<file path="src/rtl/ifetch_ctrl.sv">
// ifetch_ctrl: instruction fetch sequencer.
// Steps the PC register through load/offset pulses, issues one instruction
// memory request at a time, and hands each fetched word to decode over a
// valid/ready handshake. Redirects from execute flush any fetch in flight.
// All outputs come straight from registers.

module ifetch_ctrl #(
    parameter int WORD_SIZE = 32
) (
    input  logic                 i_clk,
    input  logic                 i_rst,
    input  logic [WORD_SIZE-1:0] i_pc_value,
    output logic                 o_pc_load,
    output logic                 o_pc_offset,
    output logic [WORD_SIZE-1:0] o_pc_data,
    output logic                 o_imem_req,
    output logic [WORD_SIZE-1:0] o_imem_addr,
    input  logic                 i_imem_ack,
    input  logic [WORD_SIZE-1:0] i_imem_rdata,
    output logic [WORD_SIZE-1:0] o_instr,
    output logic                 o_instr_valid,
    input  logic                 i_instr_ready,
    input  logic                 i_redirect,
    input  logic [WORD_SIZE-1:0] i_redirect_target,
    input  logic                 i_halt
);

    localparam logic [WORD_SIZE-1:0] PC_STEP = {{(WORD_SIZE-1){1'b0}}, 1'b1};
    localparam logic [WORD_SIZE-1:0] ZERO_W  = {WORD_SIZE{1'b0}};

    typedef enum logic [2:0] {
        S_IDLE  = 3'd0,
        S_REQ   = 3'd1,
        S_DRAIN = 3'd2,
        S_ISSUE = 3'd3,
        S_HALT  = 3'd4
    } state_t;

    state_t               r_state;
    state_t               w_state_nxt;

    logic                 r_pc_load;
    logic                 r_pc_offset;
    logic [WORD_SIZE-1:0] r_pc_data;
    logic                 r_imem_req;
    logic [WORD_SIZE-1:0] r_imem_addr;
    logic [WORD_SIZE-1:0] r_instr;
    logic                 r_instr_valid;

    logic                 w_pc_load_nxt;
    logic                 w_pc_offset_nxt;
    logic [WORD_SIZE-1:0] w_pc_data_nxt;
    logic                 w_imem_req_nxt;
    logic [WORD_SIZE-1:0] w_imem_addr_nxt;
    logic [WORD_SIZE-1:0] w_instr_nxt;
    logic                 w_instr_valid_nxt;

    // A redirect is only honoured outside HALT; HALT is left by reset alone.
    logic                 w_redirect;
    // PC is still settling while a load or offset pulse is on the wire.
    logic                 w_pc_busy;

    assign w_redirect = i_redirect && (r_state != S_HALT);
    assign w_pc_busy  = r_pc_load || r_pc_offset;

    assign o_pc_load     = r_pc_load;
    assign o_pc_offset   = r_pc_offset;
    assign o_pc_data     = r_pc_data;
    assign o_imem_req    = r_imem_req;
    assign o_imem_addr   = r_imem_addr;
    assign o_instr       = r_instr;
    assign o_instr_valid = r_instr_valid;

    // State register.
    always_ff @(posedge i_clk or posedge i_rst) begin
        if (i_rst) begin
            r_state <= S_IDLE;
        end else begin
            r_state <= w_state_nxt;
        end
    end

    // Next-state selection; redirect outranks every other transition.
    always_comb begin
        w_state_nxt = r_state;
        case (r_state)
            S_IDLE: begin
                if (w_redirect || w_pc_busy) begin
                    w_state_nxt = S_IDLE;
                end else if (i_halt) begin
                    w_state_nxt = S_HALT;
                end else begin
                    w_state_nxt = S_REQ;
                end
            end
            S_REQ: begin
                if (w_redirect) begin
                    w_state_nxt = i_imem_ack ? S_IDLE : S_DRAIN;
                end else if (i_imem_ack) begin
                    w_state_nxt = S_ISSUE;
                end else begin
                    w_state_nxt = S_REQ;
                end
            end
            S_DRAIN: begin
                if (i_imem_ack) begin
                    w_state_nxt = S_IDLE;
                end else begin
                    w_state_nxt = S_DRAIN;
                end
            end
            S_ISSUE: begin
                if (w_redirect || i_instr_ready) begin
                    w_state_nxt = S_IDLE;
                end else begin
                    w_state_nxt = S_ISSUE;
                end
            end
            S_HALT: begin
                w_state_nxt = S_HALT;
            end
            default: begin
                w_state_nxt = S_IDLE;
            end
        endcase
    end

    // Next values of the registered outputs for the coming cycle.
    always_comb begin
        w_pc_load_nxt     = 1'b0;
        w_pc_offset_nxt   = 1'b0;
        w_pc_data_nxt     = r_pc_data;
        w_imem_req_nxt    = r_imem_req;
        w_imem_addr_nxt   = r_imem_addr;
        w_instr_nxt       = r_instr;
        w_instr_valid_nxt = r_instr_valid;
        case (r_state)
            S_IDLE: begin
                w_imem_req_nxt    = 1'b0;
                w_instr_valid_nxt = 1'b0;
                if (w_redirect || w_pc_busy) begin
                    w_imem_addr_nxt = r_imem_addr;
                end else if (i_halt) begin
                    w_imem_addr_nxt = ZERO_W;
                    w_pc_data_nxt   = ZERO_W;
                end else begin
                    w_imem_addr_nxt = i_pc_value;
                    w_imem_req_nxt  = 1'b1;
                end
            end
            S_REQ: begin
                if (i_imem_ack) begin
                    w_imem_req_nxt = 1'b0;
                    if (!w_redirect) begin
                        w_instr_nxt       = i_imem_rdata;
                        w_instr_valid_nxt = 1'b1;
                        w_pc_offset_nxt   = 1'b1;
                        w_pc_data_nxt     = PC_STEP;
                    end else begin
                        w_instr_nxt = r_instr;
                    end
                end else begin
                    w_imem_req_nxt = 1'b1;
                end
            end
            S_DRAIN: begin
                if (i_imem_ack) begin
                    w_imem_req_nxt = 1'b0;
                end else begin
                    w_imem_req_nxt = 1'b1;
                end
            end
            S_ISSUE: begin
                if (w_redirect || i_instr_ready) begin
                    w_instr_valid_nxt = 1'b0;
                end else begin
                    w_instr_valid_nxt = 1'b1;
                end
            end
            S_HALT: begin
                w_pc_data_nxt     = ZERO_W;
                w_imem_req_nxt    = 1'b0;
                w_imem_addr_nxt   = ZERO_W;
                w_instr_valid_nxt = 1'b0;
            end
            default: begin
                w_pc_data_nxt     = ZERO_W;
                w_imem_req_nxt    = 1'b0;
                w_imem_addr_nxt   = ZERO_W;
                w_instr_valid_nxt = 1'b0;
            end
        endcase
        // Redirect overrides: load pulse, no offset, kill the pending word.
        if (w_redirect) begin
            w_pc_load_nxt     = 1'b1;
            w_pc_data_nxt     = i_redirect_target;
            w_pc_offset_nxt   = 1'b0;
            w_instr_valid_nxt = 1'b0;
        end else begin
            w_pc_load_nxt = 1'b0;
        end
    end

    // Output registers.
    always_ff @(posedge i_clk or posedge i_rst) begin
        if (i_rst) begin
            r_pc_load     <= 1'b0;
            r_pc_offset   <= 1'b0;
            r_pc_data     <= ZERO_W;
            r_imem_req    <= 1'b0;
            r_imem_addr   <= ZERO_W;
            r_instr       <= ZERO_W;
            r_instr_valid <= 1'b0;
        end else begin
            r_pc_load     <= w_pc_load_nxt;
            r_pc_offset   <= w_pc_offset_nxt;
            r_pc_data     <= w_pc_data_nxt;
            r_imem_req    <= w_imem_req_nxt;
            r_imem_addr   <= w_imem_addr_nxt;
            r_instr       <= w_instr_nxt;
            r_instr_valid <= w_instr_valid_nxt;
        end
    end

endmodule

</file>
<file path="config.mk">
export PLATFORM = sky130hd
export DESIGN_NAME = ifetch_ctrl
export DESIGN_NICKNAME = d
export VERILOG_FILES = /design/src/rtl/ifetch_ctrl.sv
export SDC_FILE = /design/constraint.sdc
export NUM_CORES = 1
export LEC_CHECK = 0
export BUFFER_PORTS_ARGS = -buffer_cell sky130_fd_sc_hd__buf_2
export CAP_MARGIN = 20
export CORE_ASPECT_RATIO = 2
export CORE_MARGIN = 1.5
export CORE_UTILIZATION = 52
export DETAILED_ROUTE_END_ITERATION = 8
export GPL_TIMING_DRIVEN = 0
export PLACE_DENSITY = 0.95
export SLEW_MARGIN = 25
export SYNTH_ARGS = -nofsm -noshare
export SYNTH_HDL_FRONTEND = slang
export SYNTH_SLANG_ARGS = --single-unit
</file>
<file path="constraint.sdc">
create_clock -name i_clk -period 7.31 [get_ports i_clk]
set_input_delay 0 -clock i_clk [delete_from_list [all_inputs] [get_ports i_clk]]
set_output_delay 0 -clock i_clk [all_outputs]
set_load 0.01 [all_outputs]
</file>
== Word-level counts from Yosys, hierarchy flattened ==
Cells that the tools add are included.

* Flip-flop bits (word level): 103
* Bits in latches: 0
* Memory bits (writable): 0
* Bits in read-only memories: 0
* Bits of input ports: 102
* Output and inout port bits: 100
* Word-level logic and storage cells: 60
* Memories: 0

* Add/subtract/negate cells: 0
* Multipliers: 0
* Div/mod/pow operators: 0
* $lt $le $gt $ge: 0
* Equal/unequal tests: 11
* Shift operators: 0
* Multiplexer cells: 27
* Bitwise logic cells: 2
* Reduce and logical (&&, ||, !) cells: 12

{| class="wikitable"
|+ Operators by type and width
! kind !! count
|-
| 32-bit two-way mux || 6
|-
| 32-bit one-hot mux with 3 select lines || 1
|-
| 32-bit one-hot mux with 2 select lines || 1
|-
| 3-bit one-hot mux with 5 select lines || 1
|-
| 3-bit inequality test (second input constant) || 4
|-
| 1-bit two-way mux || 10
|-
| 2-bit two-way mux || 4
|-
| 3-bit by 2-bit equality test with 1-bit output (second input constant) || 2
|-
| 3-bit two-way mux || 2
|-
| 1-bit one-hot mux with 3 select lines || 2
|-
| 2-bit inequality test (second input constant) || 2
|-
| 2-bit AND reduction || 2
|-
| 4-bit AND reduction || 1
|-
| 2-bit OR reduction || 2
|-
| 3-bit by 1-bit equality test with 1-bit output (second input constant) || 1
|-
| 3-bit equality test (second input constant) || 1
|-
| 3-bit zero test || 1
|-
| 1-bit logical OR || 3
|-
| 3-bit AND reduction || 1
|-
| 3-bit OR reduction || 1
|-
| 2-bit by 1-bit inequality test with 1-bit output (second input constant) || 1
|-
| 1-bit NOT || 2
|-
| 1-bit logical AND || 1
|}

== Logic depth before layout (Yosys ltp) ==
* Depth after elaboration: 6
* Mapped depth: 12
* Depth with buffers taken out: 6

== Worst setup path after synthesis ==
OpenSTA, ideal clock, no wires.

* Path kind: register to register
* From: register r_state[1]
* To: register r_pc_data[10] (netlist: o_pc_data[10])
* Setup time: 0.092 ns
* Arrival: 2.338 ns
* Slack: 4.880 ns
* Cell stages (with the launch flop): 13
* Path buffers: 6
* Clock period less this slack: 2.430 ns
* Path through: dfrtp_1 > buf_6 > or3b_1 > buf_2 > clkbuf_1 > nand2_1 > ha_1 > nand4bb_1 > clkbuf_1 > and3_4 > buf_6 > buf_6 > o31ai_2

* Cells in the longest elaborated chain, start to end: 5

{| class="wikitable"
|+ Ends and longest elaborated chain
! item !! line !! source
|-
| from (decl) || 39 || <nowiki>state_t r_state;</nowiki>
|-
| from (signal assigned) || 79 || <nowiki>r_state <= w_state_nxt;</nowiki>
|-
| 3-bit inequality test || 63 || <nowiki>assign w_redirect = i_redirect && (r_state != S_HALT);</nowiki>
|-
| 1-bit logical AND || 63 ||
|-
| 1-bit logical OR || 141 || <nowiki>if (w_redirect || w_pc_busy) begin</nowiki>
|-
| 3-bit inequality test (no line) || -- ||
|-
| 4-bit AND reduction (no line) || -- ||
|-
| to (signal assigned) || 217 || <nowiki>r_pc_data <= w_pc_data_nxt;</nowiki>
|-
| to (decl) || 44 || <nowiki>logic [WORD_SIZE-1:0] r_pc_data;</nowiki>
|}

Parallel ways exist; a longest one is shown, timed or not.
A chain may end at the register's enable or synchronous reset.

== Worst setup path in the final report ==
* From: register r_state[1]
* To: register r_pc_data[23] (netlist: o_pc_data[23])

Same word-level chain as after synthesis.

==> impl_metrics.ini <==
[clock_tree]
postCtsSetupRepairBufs = 0
root_buffer = clkbuf_16
path_clk_slew_ns = 0.07
htreeDepth = 3
cts_inserted_buffers = 9
cts_sinks = 103
clk_latency_ns = 0.34
cts_tree = built
ctsLongestPathBuffers = 2
postCtsHoldBufs = 97
cts_resized = 0

[placed_design]
place.gp.congestion = 0.858
post-dp-hpwl_mm = 9.37
port_buffers = 201
pre_cts_ws_ns = 4.55
dpl-instance-area_um2 = 5890

[detailed_routing]
met3_length_um = 618
top_signal_layer_used = met4
wl_mm = 14.8
drtPass1Iterations = 4
wl_met2_mm = 8.50
wl_met1_mm = 5.00
drtIter0Drc = 205
drtAntennaViolNets = 0
vias = 4406
viasPerCell = 5.36
wl_per_cell_um = 18.0
remaining_drc_errors = 0

[finish]
register_area_um2 = 2580
multi_input_area_um2 = 1710
drive_above_1_share_pct = 42.8
num-fill-cells = 498
final_util_pct = 80.7
final_area_um2 = 7180
antennaDiodeCount = 0
area_growth_pct = 51.9
nNetsFinal = 819

[floorplan]
start_util_pct = 53.1
std_cell_rows = 49
ios = 202
die_area_um2 = 9700
fp.dieH_um = 138
core_um2 = 8890
die_w_um = 70.4

[timing]
setup_slack_ns = 4.50
fmax_mhz = 356
hold_viol_final = 0
finalSetupTns_ns = 0
timing.final.crit_share_pct = 38.4
slew_violations = 0
clock_skew_ns = 0.0105
final.min_clock_period_ns = 2.81
finalSetupViolations = 0
max_slew.worst_pin.slew_ns = 0.810
rsz0062_at_grt = no
timing.hold.ws_ns = 0.0212
slew_headroom_pct = 45.5

[worst_setup_path]
crit_required_ns = 7.54
criticalPathCategory = reg2reg
arrival_ns = 3.04
r2r-start = r_state[1]$_DFF_PP0_
startpoint = r_state[1]$_DFF_PP0_
crit_path_end_kind = flop
startpoint_type = flop
critPathMaxFanout = 10

[synthesis]
synth_top_family_by_area = multiplexers
ys_top_cells_by_area = dfrtp_1, mux2_2, o31ai_2
yosys.area_share.simple_pct = 10.3
synth-warning-count = 0
synthXorXnorAreaFrac_pct = 0
yosys.cell_types.count = 41
synth_fa_ha_area_share_pct = 0.530
syn-instance-count = 405
async_flop_share_pct = 100
synth_top_flop_cell = dfrtp_1
synth_fp_nets = 509
synth_area_um2 = 4720
synth_top_area_share_pct = 54.6
avgSynthCellArea_um2 = 11.7
synth-edff-count = 0
synth_compound_area_share_pct = 10.4
synth_mux_area_share_pct = 14.9
ys_seq_area_share_pct = 54.6
ys_ff_latch = 103
yosysTopAreaCell = dfrtp_1

[global_routing]
grt.total_usage_pct = 30.7
grt_pass1_vias = 4719
antenna_found_initial = 0
grt_first_pass_wirelength_mm = 23.2
grt_max_degree = 57
grt.overflow.total = 0

[pwr]
p_per_area_nw_per_um2 = 390
leakage_uw = 0.00365
peakVddDrop_uv = 278

[status]
status = complete, no violations

[job]
cap_violations = 0

[worst_hold_path]
hold_start = i_halt
worstHoldPathType = in2reg
state kept, by name, summed over array words and instances, names as in the netlist:
signal         count
o_imem_addr       32
o_instr           32
o_pc_data         32
r_state            3
o_imem_req         1
o_instr_valid      1
o_pc_load          1
o_pc_offset        1
synth_stat cells, drive strengths merged, types with 2 or more instances:
library cell,n
a21oi,5
buf,21
clkbuf,12
dfrtp,103
ha,2
inv,67
mux2,34
mux2i,32
nand2,35
nand2b,2
nand4,31
nor3,2
nor3b,2
nor4,2
o211ai,3
o31ai,31
or2,2
or3b,2
placed cells by master (no fill, tap or decap), types with 2 or more instances in the layout:
cell and n:
clkinv_4 3, buf_1 3, mux2_2 34, nand4_1 31
nand2b_1 2, buf_4 3, mux2i_1 32, dfrtp_1 103
nand2_1 35, nor4_1 2, or2_2 2, o31ai_2 30
dlygate4sd3_1 97, ha_1 2, o211ai_1 3, inv_1 66
inv_6 2, nor3_1 2, clkbuf_1 12, clkbuf_16 9
a21oi_1 5, buf_6 5, buf_2 211
cell families (layout without fill, tap and decap cells):
| kind of cell | after synthesis | count (layout) |
|---|---|---|
| AOI/OAI and AO/OA | 46 | 46 |
| DFF | 103 | 103 |
| muxes | 66 | 66 |
| adders and majority gates | 2 | 2 |
| and+or+nand+nor | 88 | 88 |
| buffers and inverters | 100 | 415 |
through the flow:
stage	power (uW)	instances
finish	2800	822
global route	2950	822
CTS	2770	822
detailed placement	2230	709
global placement	2150	708
floorplan	1760	405
final timing paths:
kind / end / slack, ns / depth (start not counted)
min reg2reg: o_instr[30]$_DFFE_PP0P_ / 0.51 / 1
min in group asynchronous: o_instr[28]$_DFFE_PP0P_ / 0.25 / 3
max: o_pc_data[23]$_DFFE_PP0P_ / 4.50 / 12
min: r_state[2]$_DFF_PP0_ / 0.02 / 3
max reg2reg: o_pc_data[23]$_DFFE_PP0P_ / 4.50 / 12
max in group asynchronous: o_imem_addr[5]$_DFFE_PP0P_ / 6.43 / 4
layer usage:
metal,GRT usage [%],vias to the layer above
met5,0,-
met4,17.1,0
met3,5.19,52
met2,57.3,189
met1,32.0,2168
li1,-,1997
critical path, stage by stage, from the launching register on:
cell and delay [ns]:
dfrtp_1 0.38, buf_6 0.14, or3b_1 0.36, buf_2 0.18, clkbuf_1 0.24, nand2_1 0.17
ha_1 0.22, nand4bb_1 0.11, clkbuf_1 0.17, and3_4 0.21, buf_6 0.12, buf_6 0.15
o31ai_2 0.25
layout make-up:
type | instances | share of cell area (%)
buffer | 33 | 2.58
clock buffer | 10 | 3.33
clock inverter | 6 | 1.06
inverter | 67 | 3.57
multi-input combinational | 202 | 23.8
sequential | 103 | 35.9
tap | 102 | 1.78
timing repair buffer | 299 | 27.9
report_power, final:
part / leakage [uW] / internal [uW] / switching [uW]
logic: 0.00216 / 565 / 753
registers: 0.00133 / 831 / 153
clock network: 0.000155 / 281 / 219
Note: power is estimated with default switching activity, not from simulation.
